<file path="src/rtl/vga_rect_filler.sv">
// Rectangle-fill drawing engine feeding the 160x120 back buffer.
// Emits one pixel write per cycle, then handshakes the buffer swap.
module vga_rect_filler #(
  parameter int FB_WIDTH  = 160,
  parameter int FB_HEIGHT = 120,
  parameter int ADDR_W    = 15,
  parameter int COLOR_W   = 24
) (
  input  logic               clk,
  input  logic               rst,
  input  logic               cmd_valid,
  output logic               cmd_ready,
  input  logic [7:0]         cmd_x,
  input  logic [6:0]         cmd_y,
  input  logic [7:0]         cmd_w,
  input  logic [6:0]         cmd_h,
  input  logic [COLOR_W-1:0] cmd_color,
  input  logic               cmd_last,
  output logic               vga_write_en,
  output logic [ADDR_W-1:0]  vga_write_address,
  output logic [COLOR_W-1:0] vga_data,
  output logic               write_done,
  input  logic               swap_done,
  output logic               busy
);

  typedef enum logic [1:0] {
    IDLE,
    FILL,
    DONE,
    WAIT_SWAP
  } state_t;

  localparam logic [8:0]        W9  = 9'(FB_WIDTH);
  localparam logic [7:0]        H8  = 8'(FB_HEIGHT);
  localparam logic [ADDR_W-1:0] ROW = ADDR_W'(FB_WIDTH);

  state_t state, state_d;

  logic [7:0]        x_start;
  logic [7:0]        x_end;
  logic [6:0]        y_end;
  logic [7:0]        x_cur;
  logic [6:0]        y_cur;
  logic [ADDR_W-1:0] row_base;
  logic              last_r;

  logic [8:0]        x_sum;
  logic [7:0]        y_sum;
  logic [7:0]        x_clip;
  logic [6:0]        y_clip;
  logic              empty;
  logic              accept;
  logic              load;
  logic              col_end;
  logic              row_end;
  logic              px_last;
  logic [ADDR_W-1:0] y_ext;
  logic [ADDR_W-1:0] y_base;

  assign x_sum  = {1'b0, cmd_x} + {1'b0, cmd_w};
  assign y_sum  = {1'b0, cmd_y} + {1'b0, cmd_h};
  assign x_clip = (x_sum > W9) ? W9[7:0] : x_sum[7:0];
  assign y_clip = (y_sum > H8) ? H8[6:0] : y_sum[6:0];
  assign empty  = (cmd_w == 8'd0) || (cmd_h == 7'd0) ||
                  ({1'b0, cmd_x} >= W9) || ({1'b0, cmd_y} >= H8);

  assign col_end = ((x_cur + 8'd1) == x_end);
  assign row_end = ((y_cur + 7'd1) == y_end);
  assign px_last = col_end && row_end;

  // The final write of a non-last command overlaps the next acceptance.
  assign cmd_ready = (state == IDLE) ||
                     ((state == FILL) && px_last && !last_r);
  assign busy      = (state != IDLE);
  assign accept    = cmd_valid && cmd_ready;
  assign load      = accept && !empty;

  // Constant shift-add of the row stride, evaluated only at acceptance.
  assign y_ext = ADDR_W'(cmd_y);
  always_comb begin
    y_base = '0;
    for (int i = 0; i < 9; i++) begin
      if (W9[i]) y_base = y_base + (y_ext << i);
    end
  end

  always_ff @(posedge clk or negedge rst) begin
    if (!rst) state <= IDLE;
    else      state <= state_d;
  end

  always_comb begin
    state_d = state;
    unique case (state)
      IDLE: begin
        if (accept) begin
          if (!empty)        state_d = FILL;
          else if (cmd_last) state_d = DONE;
        end
      end
      FILL: begin
        if (px_last) begin
          if (last_r)        state_d = DONE;
          else if (load)     state_d = FILL;
          else if (accept)   state_d = cmd_last ? DONE : IDLE;
          else               state_d = IDLE;
        end
      end
      DONE:      state_d = WAIT_SWAP;
      WAIT_SWAP: if (swap_done) state_d = IDLE;
      default:   state_d = IDLE;
    endcase
  end

  always_ff @(posedge clk or negedge rst) begin
    if (!rst) begin
      vga_write_en      <= 1'b0;
      vga_write_address <= '0;
      vga_data          <= '0;
      write_done        <= 1'b0;
      x_start           <= '0;
      x_end             <= '0;
      y_end             <= '0;
      x_cur             <= '0;
      y_cur             <= '0;
      row_base          <= '0;
      last_r            <= 1'b0;
    end else begin
      vga_write_en <= (state_d == FILL);
      write_done   <= (state_d == DONE);
      if (load) begin
        x_start           <= cmd_x;
        x_end             <= x_clip;
        y_end             <= y_clip;
        x_cur             <= cmd_x;
        y_cur             <= cmd_y;
        row_base          <= y_base;
        vga_write_address <= y_base + ADDR_W'(cmd_x);
        vga_data          <= cmd_color;
        last_r            <= cmd_last;
      end else if ((state == FILL) && !px_last) begin
        if (col_end) begin
          x_cur             <= x_start;
          y_cur             <= y_cur + 7'd1;
          row_base          <= row_base + ROW;
          vga_write_address <= row_base + ROW + ADDR_W'(x_start);
        end else begin
          x_cur             <= x_cur + 8'd1;
          vga_write_address <= vga_write_address + ADDR_W'(1);
        end
      end
    end
  end

endmodule

</file>
<file path="config.mk">
export PLATFORM = sky130hd
export DESIGN_NAME = vga_rect_filler
export DESIGN_NICKNAME = d
export VERILOG_FILES = /design/src/rtl/vga_rect_filler.sv
export SDC_FILE = /design/constraint.sdc
export NUM_CORES = 1
export LEC_CHECK = 0
export CAP_MARGIN = 20
export CORE_UTILIZATION = 59
export CTS_CLUSTER_DIAMETER = 100
export DETAILED_ROUTE_END_ITERATION = 16
export GPL_TIMING_DRIVEN = 0
export PLACE_DENSITY = 0.87
export SLEW_MARGIN = 20
export SYNTH_ARGS = -nofsm -noshare
export SYNTH_HDL_FRONTEND = slang
export SYNTH_SLANG_ARGS = --single-unit
</file>
<file path="constraint.sdc">
create_clock -name clk -period 5.64 [get_ports clk]
set_input_delay 1.128 -clock clk [delete_from_list [all_inputs] [get_ports clk]]
set_output_delay 1.128 -clock clk [all_outputs]
set_load 0.03 [all_outputs]
</file>
# After elaboration in Yosys (flattened, before gate mapping)
# Cells that the tools add are included.
# word_totals
in_bits,59
elab_cells,76
ff_bits,97
output_inout_bits,43
# op_classes
muxes,24
reduce_logical,20
order_cmp,4
n_addsub,9
eq_ne,7
# op_table
operator,count
15-bit 2-to-1 mux,6
8-bit 2-to-1 mux,4
15-bit by 8-bit adder with 15-bit output,2
7-bit 2-to-1 mux,4
2-bit 2-to-1 mux,9
12-bit by 14-bit adder with 15-bit output,1
15-bit by 1-bit adder with 15-bit output (second input constant),1
15-bit by 8-bit adder with 15-bit output (second input constant),1
8-bit by 8-bit adder with 9-bit output,1
9-bit by 8-bit > comparator with 1-bit output (second input constant),1
7-bit by 7-bit adder with 8-bit output,1
8-bit by 1-bit adder with 8-bit output (second input constant),1
8-bit equality test,1
8-bit >= comparator (second input constant),1
8-bit by 7-bit > comparator with 1-bit output (second input constant),1
8-bit logical NOT,1
2-bit one-hot mux with 4 select lines,1
7-bit by 1-bit adder with 7-bit output (second input constant),1
7-bit equality test,1
7-bit >= comparator (second input constant),1
7-bit logical NOT,1
2-bit equality test (second input constant),3
1-bit logical AND,6
2-bit nonzero test,3
5 further kinds,11

# Depth between registers and ports, before layout
# logic_depth
word_depth,13
ltp_mapped,12
ltp_nobuf,11

# Worst setup path after synthesis
# Ideal clock, no wire load.
# synth_path
path_type,flip-flop to output port
start,register y_cur[0]
end,output port cmd_ready
stages_incl_launch_ff,9
path_buffers,1
t_arrival_ps,2831
path_slack_ps,1681
path_cell_list,dfrtp_1 ha_1 nand3_2 or3_1 a211oi_2 o2111ai_2 buf_2 or3_1 o31ai_1
# synth_via
elab_chain_len,6
# synth_lines
element,line,text
start: declaration,44,logic [6:0] y_cur;
start signal: assignment,137,y_cur <= cmd_y;
start signal: assignment,145,y_cur <= y_cur + 7'd1;
7-bit by 1-bit adder with 7-bit output,69,assign row_end = ((y_cur + 7'd1) == y_end);
7-bit equality test,69,
1-bit logical AND,70,assign px_last = col_end && row_end;
1-bit logical AND (2 in a row),74,((state == FILL) && px_last && !last_r);
1-bit logical OR,73,assign cmd_ready = (state == IDLE) ||
end: declaration,12,"output logic cmd_ready,"
# Every way passes these cells.

# Worst setup path in the final report
# Same ends and word-level chain as after synthesis.

==> impl_results.md <==
* Pre-CTS setup slack at around 1.2 ns
* Final worst slack at 0.7560 ns
* Placer's final routability congestion estimate at 0.9133
* Post-CTS Setup Bufs at 0
* Max Clk Rate at around 200 MHz
* Synthesis Warnings at 0
* Post-DR wirelength/cell at 17.94 µm
* Yosys top cell area share at between 30% and 40%
* Vias per cell at about 6.2
* RSZ-0062 raised after global routing: false
* Hold Path Class: reg2reg
* Dpl hpwl at 13520 µm
* Initial antenna violation count at 0
* Worst Path Max Fanout at 10
* Leading area contributor after synthesis: dfrtp_1
* Setup TNS at 0 ns
* Final ANT Viol Nets at 0
* Vias in the first global route at about 6000
* Drt first pass iters at 7
* PD cells at 517.4 nW/µm²
* Die Wd at between 100 and 150 µm
* Die area at approximately 11000 µm²
* CP startpoint kind: flop
* Finished Layout Cells at about 990
* Largest net degree at the start of global routing at between 60 and 70
* Pleak at around 0.0034 µW
* CP most frequent cell: or3_1
* H-tree levels at 3
* Ys async rst share at 100.0%
* Inserted Diodes at 0
* Status: finished clean
* Initial DRC Count at ~440
* Number of core rows at 37
* Core area at around 10000 µm²
* Max-slew violations at 0
* Clk root buf: clkbuf_8
* Tcrit/Tclk final at 86.59%
* CP Capture Type: output port
* CP required at 4.51 ns
* Die H at 105.0 µm
* Post-CTS sizing at 0
* I/O Buffers at roughly 100
* Clock Latency Late Sink at 0.39 ns
* Synthesized flop and latch total at 92
* IO Count at between 100 and 150
* CP delay by family, top: buffers and inverters
* Delay of the slowest critical-path stage at approximately 0.70 ns
* All-Layer GR Usage at between 30% and 40%
* Post-synth EDFFs at 0
* Top_reg_cell synth: dfrtp_1
* CTS tree: built
* Slowest stage cell, crit path: clkdlybuf4s50_1
* Worst Path Buf+Inv at 2
* Placed cell count at about 970
* Total clock sinks at a little over 90
* WL final at approximately 18000 µm
* CP Data Arrival Time at roughly 3.8 ns
* Setup CP Type: reg2out
* DP Area at between 7000 and 8000 µm²
* Longest Clk Path Bufs at 2
* Congestion Overflow GR at 0
* Avg Cell Area, Syn at 8.568 µm²
* Hold buffers post-CTS at 0
* DR vias at around 6000
* Worst relative slew slack at 50.94%
* Remaining DRCs at 0
* Share of cells above drive strength 1 at between 7 and 8%
* Initial Util at approximately three fifths
* Final net count at between 900 and 1000
* Mapped Nets at ~800
* CP cell instances: ha_1, nand3_2, or3_1, a211oi_2, o2111ai_2, buf_2, or3_1, o31ai_1, clkdlybuf4s50_1
* Final setup fails at 0
* Gate Count Post-Synth at around 730
* CTS buffer count at 9
* First-pass GRT wire length at about 30000 µm
* Ranking of synthesized cells by area: dfrtp_1 37%, nand2_1 9.0%, ha_1 6.0%, xnor2_1 4.6%, a21oi_1 4.1%
* Area grow syn2layout at 22.71%
* Final period demand of the worst path at between 4 and 5 ns
* Max-Cap Viols at 0
* Max VDD drop at roughly 0.34 mV
* Worst Max-Slew Pin Slew at roughly 0.74 ns
* Post-synthesis sequential area ratio at 36.76%
* Mapped cell area at about 6300 µm²
* Netlist cell types at between 70 and 80
* Hold Violations, Final at 0
* Clock transition at path regs at between 0.1 and 0.15 ns
* Clk_skew at between 0.015 and 0.02 ns
* Final Util at about three quarters
* Design Area, Final at approximately 7700 µm²
[cells in the mapped netlist, drive strengths merged (14+ instances only)]
cell,count
nand2,150
dfrtp,92
nor2,58
a21oi,52
xnor2,33
o21ai,31
ha,30
inv,28
nand3,23
xor2,23
buf,20
nor3,17
clkbuf,14
[sequential cells by signal, indices dropped and copies added, names as in the netlist, 2 cells and up]
signal / count
vga_data: 24
vga_write_address: 15
row_base: 10
x_cur: 8
x_end: 8
x_start: 8
y_cur: 7
y_end: 7
state: 2
[layer usage]
metal / up-vias / global-route usage [%] / share of wire (%)
met5: - / 0 / 0
met3: 59 / 9.233 / 9.8
met1: 2907 / 41.32 / 39
met2: 316 / 54.54 / 47
met4: 0 / 18.71 / 4.3
li1: 2828 / - / -
[cell families (layout without fill, tap and decap cells)]
group,count (synthesis),after routing,synth area share [%]
flops,92,92,36.76
xor+xnor,57,57,8.190
mux,5,5,0.8589
fa+ha+maj,34,34,7.271
compound gates,192,192,21.85
buf+inv,62,180,4.275
simple gates,289,289,20.80
[path summary, 6_finish.rpt]
kind | depth (start not counted) | to | start | slack (ns)
max | 9 | cmd_ready | y_cur[0] | 0.76
min | 2 | x_start[4] | x_start[4] | 0.49
max reg2reg | 11 | vga_data[20] | x_cur[0] | 2.34
min reg2reg | 2 | x_start[4] | x_start[4] | 0.49
max in group asynchronous | 2 | vga_data[0] | rst | 4.44
min in group asynchronous | 1 | x_cur[4] | rst | 0.58
[per-stage QoR]
step	power (µW)	hold WS, ns
after global routing	4235	0.5039
final	3977	0.4876
after floorplan	2732	0.4460
after CTS	3947	0.4883
after detailed placement	3446	0.4632
after global placement	3344	0.4582
[power by group]
part | internal [µW] | leakage (µW) | switching [µW]
combinational | 924 | 0.00213 | 1330
sequential | 954 | 0.00112 | 281
clock | 217 | 0.000106 | 273
[final cells by class]
cell class                 instances  area (µm²)
timing repair buffer             102        1040
clock buffer                       9       123.9
fill                             785        2638
multi-input combinational        577        3694
inverter                          28       105.1
sequential                        92        2302
buffer                            34       162.7
tap                              136       170.2
clock inverter                     7       88.84
[worst register-to-register path, delay by kind of cell, from the launching register on]
kind | cells | cell delay, ns
buffers and inverters | 2 | 0.78
AND/OR/NAND/NOR | 5 | 0.76
AO/OA/AOI/OAI | 2 | 0.72
flip-flops | 1 | 0.49
adder cells (fa/ha/maj) | 1 | 0.29
XOR/XNOR | 1 | 0.18
[cells in the final DEF, fill, tap and decap left out, drive strengths merged, types with 4 or more instances in the layout]
cell / synthesis / layout
or2: 4 / 4
buf: 20 / 22
a22oi: 7 / 7
and3: 6 / 6
o21ai: 31 / 31
nand3: 23 / 23
a31oi: 12 / 12
clkbuf: 14 / 23
o21bai: 7 / 7
o221ai: 4 / 4
nor4: 7 / 7
xnor2: 33 / 33
a221o: 4 / 4
nor2b: 4 / 4
nand2: 150 / 150
nor3: 17 / 17
a211oi: 11 / 11
dfrtp: 92 / 92
o22ai: 6 / 6
or3: 7 / 7
inv: 28 / 33
clkdlybuf4s50: 0 / 100
nor2: 58 / 58
fa: 4 / 4
xor2: 23 / 23
a222oi: 4 / 4
o31a: 5 / 5
o31ai: 8 / 8
a221oi: 5 / 5
ha: 30 / 30
a21o: 12 / 12
a21oi: 52 / 52
(Power assumes the default switching activity.)
